==> src/rtl/fdiv_sqrt_issue_ctrl.sv <==
// Issue/response controller for the recoded single-precision divide/sqrt unit:
// one tagged op in flight, kill handling, watchdog timeout and sticky flag accrual.
module fdiv_sqrt_issue_ctrl #(
  parameter int TAG_W       = 5,
  parameter int TIMEOUT_CYC = 64,
  parameter int CNT_W       = 7
) (
  input  logic             clock,
  input  logic             reset,
  input  logic             req_valid,
  output logic             req_ready,
  input  logic             req_sqrt,
  input  logic [32:0]      req_a,
  input  logic [32:0]      req_b,
  input  logic [2:0]       req_rm,
  input  logic [TAG_W-1:0] req_tag,
  input  logic             kill,
  input  logic             unit_inReady,
  output logic             unit_inValid,
  output logic             unit_sqrtOp,
  output logic [32:0]      unit_a,
  output logic [32:0]      unit_b,
  output logic [2:0]       unit_rm,
  input  logic             unit_outValid_div,
  input  logic             unit_outValid_sqrt,
  input  logic [32:0]      unit_out,
  input  logic [4:0]       unit_exc,
  output logic             resp_valid,
  input  logic             resp_ready,
  output logic [32:0]      resp_data,
  output logic [4:0]       resp_exc,
  output logic [TAG_W-1:0] resp_tag,
  output logic             resp_sqrt,
  output logic [4:0]       fflags,
  input  logic             fflags_clr,
  output logic             busy,
  output logic             proto_err
);

  typedef enum logic [2:0] {
    S_IDLE,
    S_ISSUE,
    S_WAIT,
    S_RESP,
    S_DRAIN
  } state_t;

  localparam logic [32:0]      REC_QNAN = 33'h0E0400000;
  localparam logic [4:0]       EXC_NV   = 5'b10000;
  localparam logic [CNT_W-1:0] CNT_LAST = CNT_W'(TIMEOUT_CYC - 1);

  state_t             r_state;
  state_t             w_next;
  logic               r_sqrt;
  logic [32:0]        r_a;
  logic [32:0]        r_b;
  logic [2:0]         r_rm;
  logic [TAG_W-1:0]   r_tag;
  logic [CNT_W-1:0]   r_cnt;
  logic [32:0]        r_resp_data;
  logic [4:0]         r_resp_exc;
  logic [4:0]         r_fflags;
  logic               r_proto_err;

  logic w_match;
  logic w_wrong;
  logic w_any_strobe;
  logic w_timeout;
  logic w_latch;
  logic w_cnt_clr;
  logic w_cnt_inc;
  logic w_cap_unit;
  logic w_cap_nan;
  logic w_accrue;
  logic w_proto;

  // The expected completion strobe is selected by the latched op kind, not the live request.
  assign w_match      = r_sqrt ? unit_outValid_sqrt : unit_outValid_div;
  assign w_wrong      = r_sqrt ? unit_outValid_div  : unit_outValid_sqrt;
  assign w_any_strobe = unit_outValid_div | unit_outValid_sqrt;
  assign w_timeout    = (r_cnt >= CNT_LAST);

  // NOTE: every signal written here gets a default first, so no path can infer a latch.
  always_comb begin
    w_next     = r_state;
    w_latch    = 1'b0;
    w_cnt_clr  = 1'b0;
    w_cnt_inc  = 1'b0;
    w_cap_unit = 1'b0;
    w_cap_nan  = 1'b0;
    w_accrue   = 1'b0;
    w_proto    = 1'b0;
    case (r_state)
      S_IDLE: begin
        w_proto = w_any_strobe;
        if (req_valid) begin
          w_latch = 1'b1;
          w_next  = S_ISSUE;
        end
      end
      S_ISSUE: begin
        w_proto = w_any_strobe;
        if (unit_inReady) begin
          // Once the unit has accepted the op, a kill can only drain it.
          w_cnt_clr = 1'b1;
          w_next    = kill ? S_DRAIN : S_WAIT;
        end else if (kill) begin
          w_next = S_IDLE;
        end
      end
      S_WAIT: begin
        w_proto   = w_wrong;
        w_cnt_inc = 1'b1;
        if (w_match) begin
          w_cap_unit = ~kill;
          w_next     = kill ? S_IDLE : S_RESP;
        end else if (kill) begin
          w_next = S_DRAIN;
        end else if (w_timeout) begin
          w_cap_nan = 1'b1;
          w_next    = S_RESP;
        end
      end
      S_DRAIN: begin
        w_proto   = w_wrong;
        w_cnt_inc = 1'b1;
        if (w_match || w_timeout) begin
          w_next = S_IDLE;
        end
      end
      S_RESP: begin
        w_proto = w_any_strobe;
        if (kill) begin
          w_next = S_IDLE;
        end else if (resp_ready) begin
          w_accrue = 1'b1;
          w_next   = S_IDLE;
        end
      end
      default: begin
        w_next = S_IDLE;
      end
    endcase
  end

  // NOTE: sequential state uses non-blocking assignments so all registers update from pre-edge values.
  always_ff @(posedge clock or negedge reset) begin
    if (!reset) begin
      r_state <= S_IDLE;
    end else begin
      r_state <= w_next;
    end
  end

  // NOTE: every datapath register is reset, so outputs are defined immediately on reset assertion.
  always_ff @(posedge clock or negedge reset) begin
    if (!reset) begin
      r_sqrt      <= 1'b0;
      r_a         <= '0;
      r_b         <= '0;
      r_rm        <= '0;
      r_tag       <= '0;
      r_cnt       <= '0;
      r_resp_data <= '0;
      r_resp_exc  <= '0;
      r_fflags    <= '0;
      r_proto_err <= 1'b0;
    end else begin
      if (w_latch) begin
        r_sqrt <= req_sqrt;
        r_a    <= req_a;
        r_b    <= req_b;
        r_rm   <= req_rm;
        r_tag  <= req_tag;
      end

      if (w_cnt_clr) begin
        r_cnt <= '0;
      end else if (w_cnt_inc) begin
        r_cnt <= r_cnt + CNT_W'(1);
      end

      if (w_cap_unit) begin
        r_resp_data <= unit_out;
        r_resp_exc  <= unit_exc;
      end else if (w_cap_nan) begin
        r_resp_data <= REC_QNAN;
        r_resp_exc  <= EXC_NV;
      end

      // A clear coinciding with a handshake leaves exactly the new flags.
      if (w_accrue) begin
        r_fflags <= (fflags_clr ? 5'b0 : r_fflags) | r_resp_exc;
      end else if (fflags_clr) begin
        r_fflags <= '0;
      end

      if (w_proto) begin
        r_proto_err <= 1'b1;
      end
    end
  end

  assign req_ready    = (r_state == S_IDLE);
  assign unit_inValid = (r_state == S_ISSUE);
  assign unit_sqrtOp  = r_sqrt;
  assign unit_a       = r_a;
  assign unit_b       = r_b;
  assign unit_rm      = r_rm;
  assign resp_valid   = (r_state == S_RESP);
  assign resp_data    = r_resp_data;
  assign resp_exc     = r_resp_exc;
  assign resp_tag     = r_tag;
  assign resp_sqrt    = r_sqrt;
  assign fflags       = r_fflags;
  assign busy         = (r_state != S_IDLE);
  assign proto_err    = r_proto_err;

endmodule

==> config.mk <==
export PLATFORM = sky130hd
export DESIGN_NAME = fdiv_sqrt_issue_ctrl
export DESIGN_NICKNAME = d
export VERILOG_FILES = /design/src/rtl/fdiv_sqrt_issue_ctrl.sv
export SDC_FILE = /design/constraint.sdc
export NUM_CORES = 1
export LEC_CHECK = 0
export BUFFER_PORTS_ARGS = -buffer_cell sky130_fd_sc_hd__buf_2
export CAP_MARGIN = 15
export CORE_ASPECT_RATIO = 0.6
export CORE_MARGIN = 10
export CORE_UTILIZATION = 50
export DETAILED_ROUTE_END_ITERATION = 6
export PLACE_DENSITY = 0.82
export SKIP_CTS_REPAIR_TIMING = 1
export SYNTH_ARGS = -nofsm -noshare
export SYNTH_HDL_FRONTEND = slang
export SYNTH_SLANG_ARGS = --single-unit
==> constraint.sdc <==
create_clock -name clock -period 5.6 [get_ports clock]
set_input_delay 0.84 -clock clock [delete_from_list [all_inputs] [get_ports clock]]
set_output_delay 0.84 -clock clock [all_outputs]
set_load 0.03 [all_outputs]
======== Yosys cells after proc, flatten, opt, wreduce, memory -nomap -nowiden ========
Index checks and enable logic that the tools add are counted.
word-level totals
  register bits ........................... 129
  bits of input ports ..................... 122
  output and inout port bits .............. 124
  word-level logic and storage cells ...... 70
cells by class
  $add $sub $neg .......................... 1
  order comparisons ....................... 1
  eq/ne operators ......................... 9
  mux-type cells .......................... 37
  bitwise operators ....................... 3
  reduce and logical (&&, ||, !) cells .... 8
operators with widths
  operator               number
  $mux W33               2
  $mux W3                10
  $mux W5                4
  $mux W1                16
  $pmux W3 S5            1
  $mux W7                2
  $add A7 B1 Y7 const B  1
  $ge A7 B6 Y1 const B   1
  $eq A3 B2 Y1 const B   2
  $or A5 B5 Y5           1
  $reduce_and A5 Y1      1
  $ne A2 B2 Y1 const B   2
  $ne A4 B4 Y1 const B   1
  $reduce_bool A2 Y1     2
  $eq A3 B1 Y1 const B   1
  $eq A3 B3 Y1 const B   1
  $logic_not A3 Y1       1
  $ne A3 B2 Y1 const B   1
  $ne A3 B3 Y1 const B   1
  $reduce_bool A3 Y1     1
  $reduce_or A3 Y1       1
  $mux W2                1
  $pmux W1 S2            1
  $reduce_or A2 Y1       1
  other kinds (3)        3

======== Logic depth before layout (Yosys ltp) ========
  word-level depth ........................ 7
  depth in mapped cells ................... 6
  mapped depth without buffers ............ 4

======== Least setup slack after synthesis ========
Ideal clock, no wire load.
  kind .................................... reg-to-output
  start point ............................. reg r_state[0]
  end point ............................... out req_ready
  arrival time ............................ 1.489 ns
  data required time ...................... 4.760 ns
  slack ................................... 3.271 ns
  cell stages (with the launch flop) ...... 5
  path buffers ............................ 2
  cells stage by stage .................... dfrtp_1 -> clkbuf_1 -> clkbuf_1 -> or3_1 -> inv_1
on the way
  longest elaborated chain between the ends .. 1
RTL lines
  item                    line  text
  from (decl)             52    state_t r_state;
  from (signal assigned)  151   r_state <= w_next;
  $logic_not A3 Y1        204   assign req_ready = (r_state == S_IDLE);
  to (decl)               11    output logic req_ready,
No other way between the ends.

======== Worst setup path in the final report ========
  start point ............................. reg r_state[1]
  end point ............................... out unit_inValid
on the way
  longest elaborated chain between the ends .. 1
RTL lines
  item          line  text
  $eq A3 B1 Y1  205   assign unit_inValid = (r_state == S_ISSUE);
  to (decl)     19    output logic unit_inValid,
No other way between the ends.

==> results.py <==
metrics = {
    "power_and_ir_drop": {
        "combPwrFrac_pct": 42.5,
        "p_switching_w": 0.00187,
        "p_seq_share_pct": 33.5,
        "switching_share_pct": 41.6,
        "power_density_nw_per_um2": 604,
        "power_frac_clock_pct": 23.9,
        "irDropWorstVdd_uv": 466,
        "power.internal_w": 0.00263,
        "leakage_nw": 3.48,
    },
    "sta": {
        "slew_headroom_pct": 38.6,
        "fin_crit_sh_pct": 47.6,
        "finalSetupTns_ps": 0,
        "fin_crit_ps": 2670,
        "tightest_slew_ps": 922,
        "timing.final.setup_violations": 0,
        "fin_ws_ps": 2930,
        "slew_violations": 0,
        "hold_violations": 0,
        "fmax_mhz": 375,
        "skew_ps": 9.75,
        "rsz0062_at_grt": "false",
    },
    "die": {
        "core-area_sq_um": 10700,
        "initial_core_util_pct": 52.0,
        "io_pins": 246,
        "rows": 29,
        "die_h_microns": 102,
        "die_width_microns": 156,
        "die_area_sq_um": 15900,
    },
    "layout": {
        "area_growth_pct": 33.9,
        "final_common_cell": "buf_2",
        "final_area_sq_um": 7450,
        "nets": 791,
        "final_cell_mix": "244 x buf_2, 129 x dfrtp_1, 76 x mux2_2",
        "drive_gt1_share_pct": 52.8,
    },
    "global_routing": {
        "met1_usage_pct": 22.1,
        "use_met2_pct": 35.6,
        "grt_max_degree": 76,
        "track_usage_pct": 20.6,
        "grt_pass1_wl_mm": 26.0,
        "gr-usage-met3_pct": 9.23,
        "antenna_found_initial": 1,
        "grt-busiest-layer": "met2",
        "overflow": 0,
        "first_global_vias": 4892,
    },
    "clock_network": {
        "cts_made_buffers": 17,
        "htree_levels": 4,
        "clk_pin_slew_ps": 50,
        "clockRootBuffer": "clkbuf_16",
        "clock_latency_ps": 400,
        "cts_tree": "done",
        "max-clock-path-buffers": 2,
        "clock-sinks": 129,
    },
    "setup_path": {
        "ff2ff_setup_slack_ps": 3260,
        "crit_type": "reg2out",
        "required_ps": 4760,
        "cp_max_fo": 21,
        "worstPathArrival_ps": 1830,
        "cp-start-kind": "register",
        "cp-end-kind": "primary output",
    },
    "synthesis": {
        "avgSynthCellArea_sq_um": 12.9,
        "syn-cell-area_sq_um": 5560,
        "synth_edf_count": 0,
        "syn_inst": 430,
        "yosys.cell_types.count": 44,
        "ys_ff_latch": 129,
        "syn_nets": 553,
        "ys_seq_area_share_pct": 58.0,
        "async_flop_share_pct": 100,
        "synth-main-ff-cell": "dfrtp_1",
        "ys_warn_count": 0,
    },
    "placement": {
        "dpl-instance-area_sq_um": 6860,
        "port_buffers": 245,
        "dp_hpwl_mm": 12.2,
        "place_worst_setup_slack_ps": 3110,
        "gp_congestion": 0.775,
    },
    "drt": {
        "vias_per_cell": 5.40,
        "drtIter0Drc": 227,
        "antenna_left": 0,
        "wl_per_cell_microns": 19.9,
        "vias": 4430,
        "wl_mm": 16.3,
        "drc": 0,
        "first_pass_iters": 4,
    },
    "outcome": {
        "status": "complete, no violations",
    },
    "flow_run": {
        "max_cap_viol_count": 0,
    },
    "min_path": {
        "holdCritPathClass": "reg2reg",
    },
}
[layout make-up]
| cell class | count | area (sq um) |
|---|---|---|
| inverter | 12 | 45.0 |
| clock buffer | 19 | 453 |
| antenna | 1 | 2.50 |
| clock inverter | 12 | 135 |
| timing repair buffer | 249 | 1260 |
| sequential | 129 | 3230 |
| multi-input combinational | 259 | 2150 |
| fill | 781 | 3250 |
| tap | 139 | 174 |
[logic make-up after synthesis]
kind of cell    Yosys count  share of synthesized area, %
compound gates           64                          9.38
simple gates            112                          12.4
buf+inv                  42                          3.53
fa+ha+maj                 1                         0.225
xor+xnor                  1                         0.157
mux                      81                          16.3
flops                   129                          58.0
[Yosys cell counts (7+ instances only)]
cell / number / share of area (%)
clkbuf_1: 16 / 1.1
buf_2: 10 / 0.90
inv_1: 12 / 0.81
mux2_2: 76 / 15
nand2_1: 7 / 0.47
dfrtp_1: 129 / 58
and3_1: 35 / 3.9
a211o_1: 33 / 5.2
nor3_1: 12 / 1.1
and2_0: 33 / 3.7
[sequential cells by signal, indices dropped and copies added (netlist names), 5 cells and up]
register   count
resp_data     33
unit_a        33
unit_b        33
r_cnt          7
fflags         5
resp_exc       5
resp_tag       5
[path summary, 6_finish.rpt]
kind / endpoint / start / cells past startpoint
worst max register to register: resp_data[4] / r_state[1] / 4
min in group asynchronous: unit_b[19] / reset / 1
max in group asynchronous: unit_a[13] / reset / 2
worst min register to register: proto_err / proto_err / 1
worst min-delay path: proto_err / proto_err / 1
worst max-delay path: unit_inValid / r_state[1] / 3
[worst max-delay path: stages (launching register included)]
cell,delay (ps)
dfrtp_1,740
inv_1,260
and3_1,250
buf_2,180
[per-layer routing]
metal	up-vias	wire length, microns	part of all wire (%)
met5	-	13	0.080
met3	24	1450	8.9
met4	2	250	1.5
met1	2219	6230	38
li1	2033	-	-
met2	152	8370	51
[power groups by stage]
stage | clock network, W | registers, W | logic [W]
2_1_floorplan | 0 | 0.00211 | 0.000718
3_3_place_gp | 0 | 0.00149 | 0.00188
3_5_place_dp | 0 | 0.00152 | 0.00193
4_1_cts | 0.00110 | 0.00151 | 0.00193
5_1_grt | 0.00114 | 0.00156 | 0.00204
6_report | 0.00108 | 0.00151 | 0.00191
[stage by stage]
stage / power, W / utilization (%) / hold WS, ps / std cells
global placement: 0.00336 / 64.1 / 464 / 788
finish: 0.00450 / 69.6 / 487 / 820
floorplan: 0.00283 / - / 448 / 430
detailed placement: 0.00345 / 64.1 / 476 / 788
CTS: 0.00454 / 69.6 / 491 / 819
global route: 0.00474 / 69.6 / 508 / 819
(Power assumes the default switching activity.)
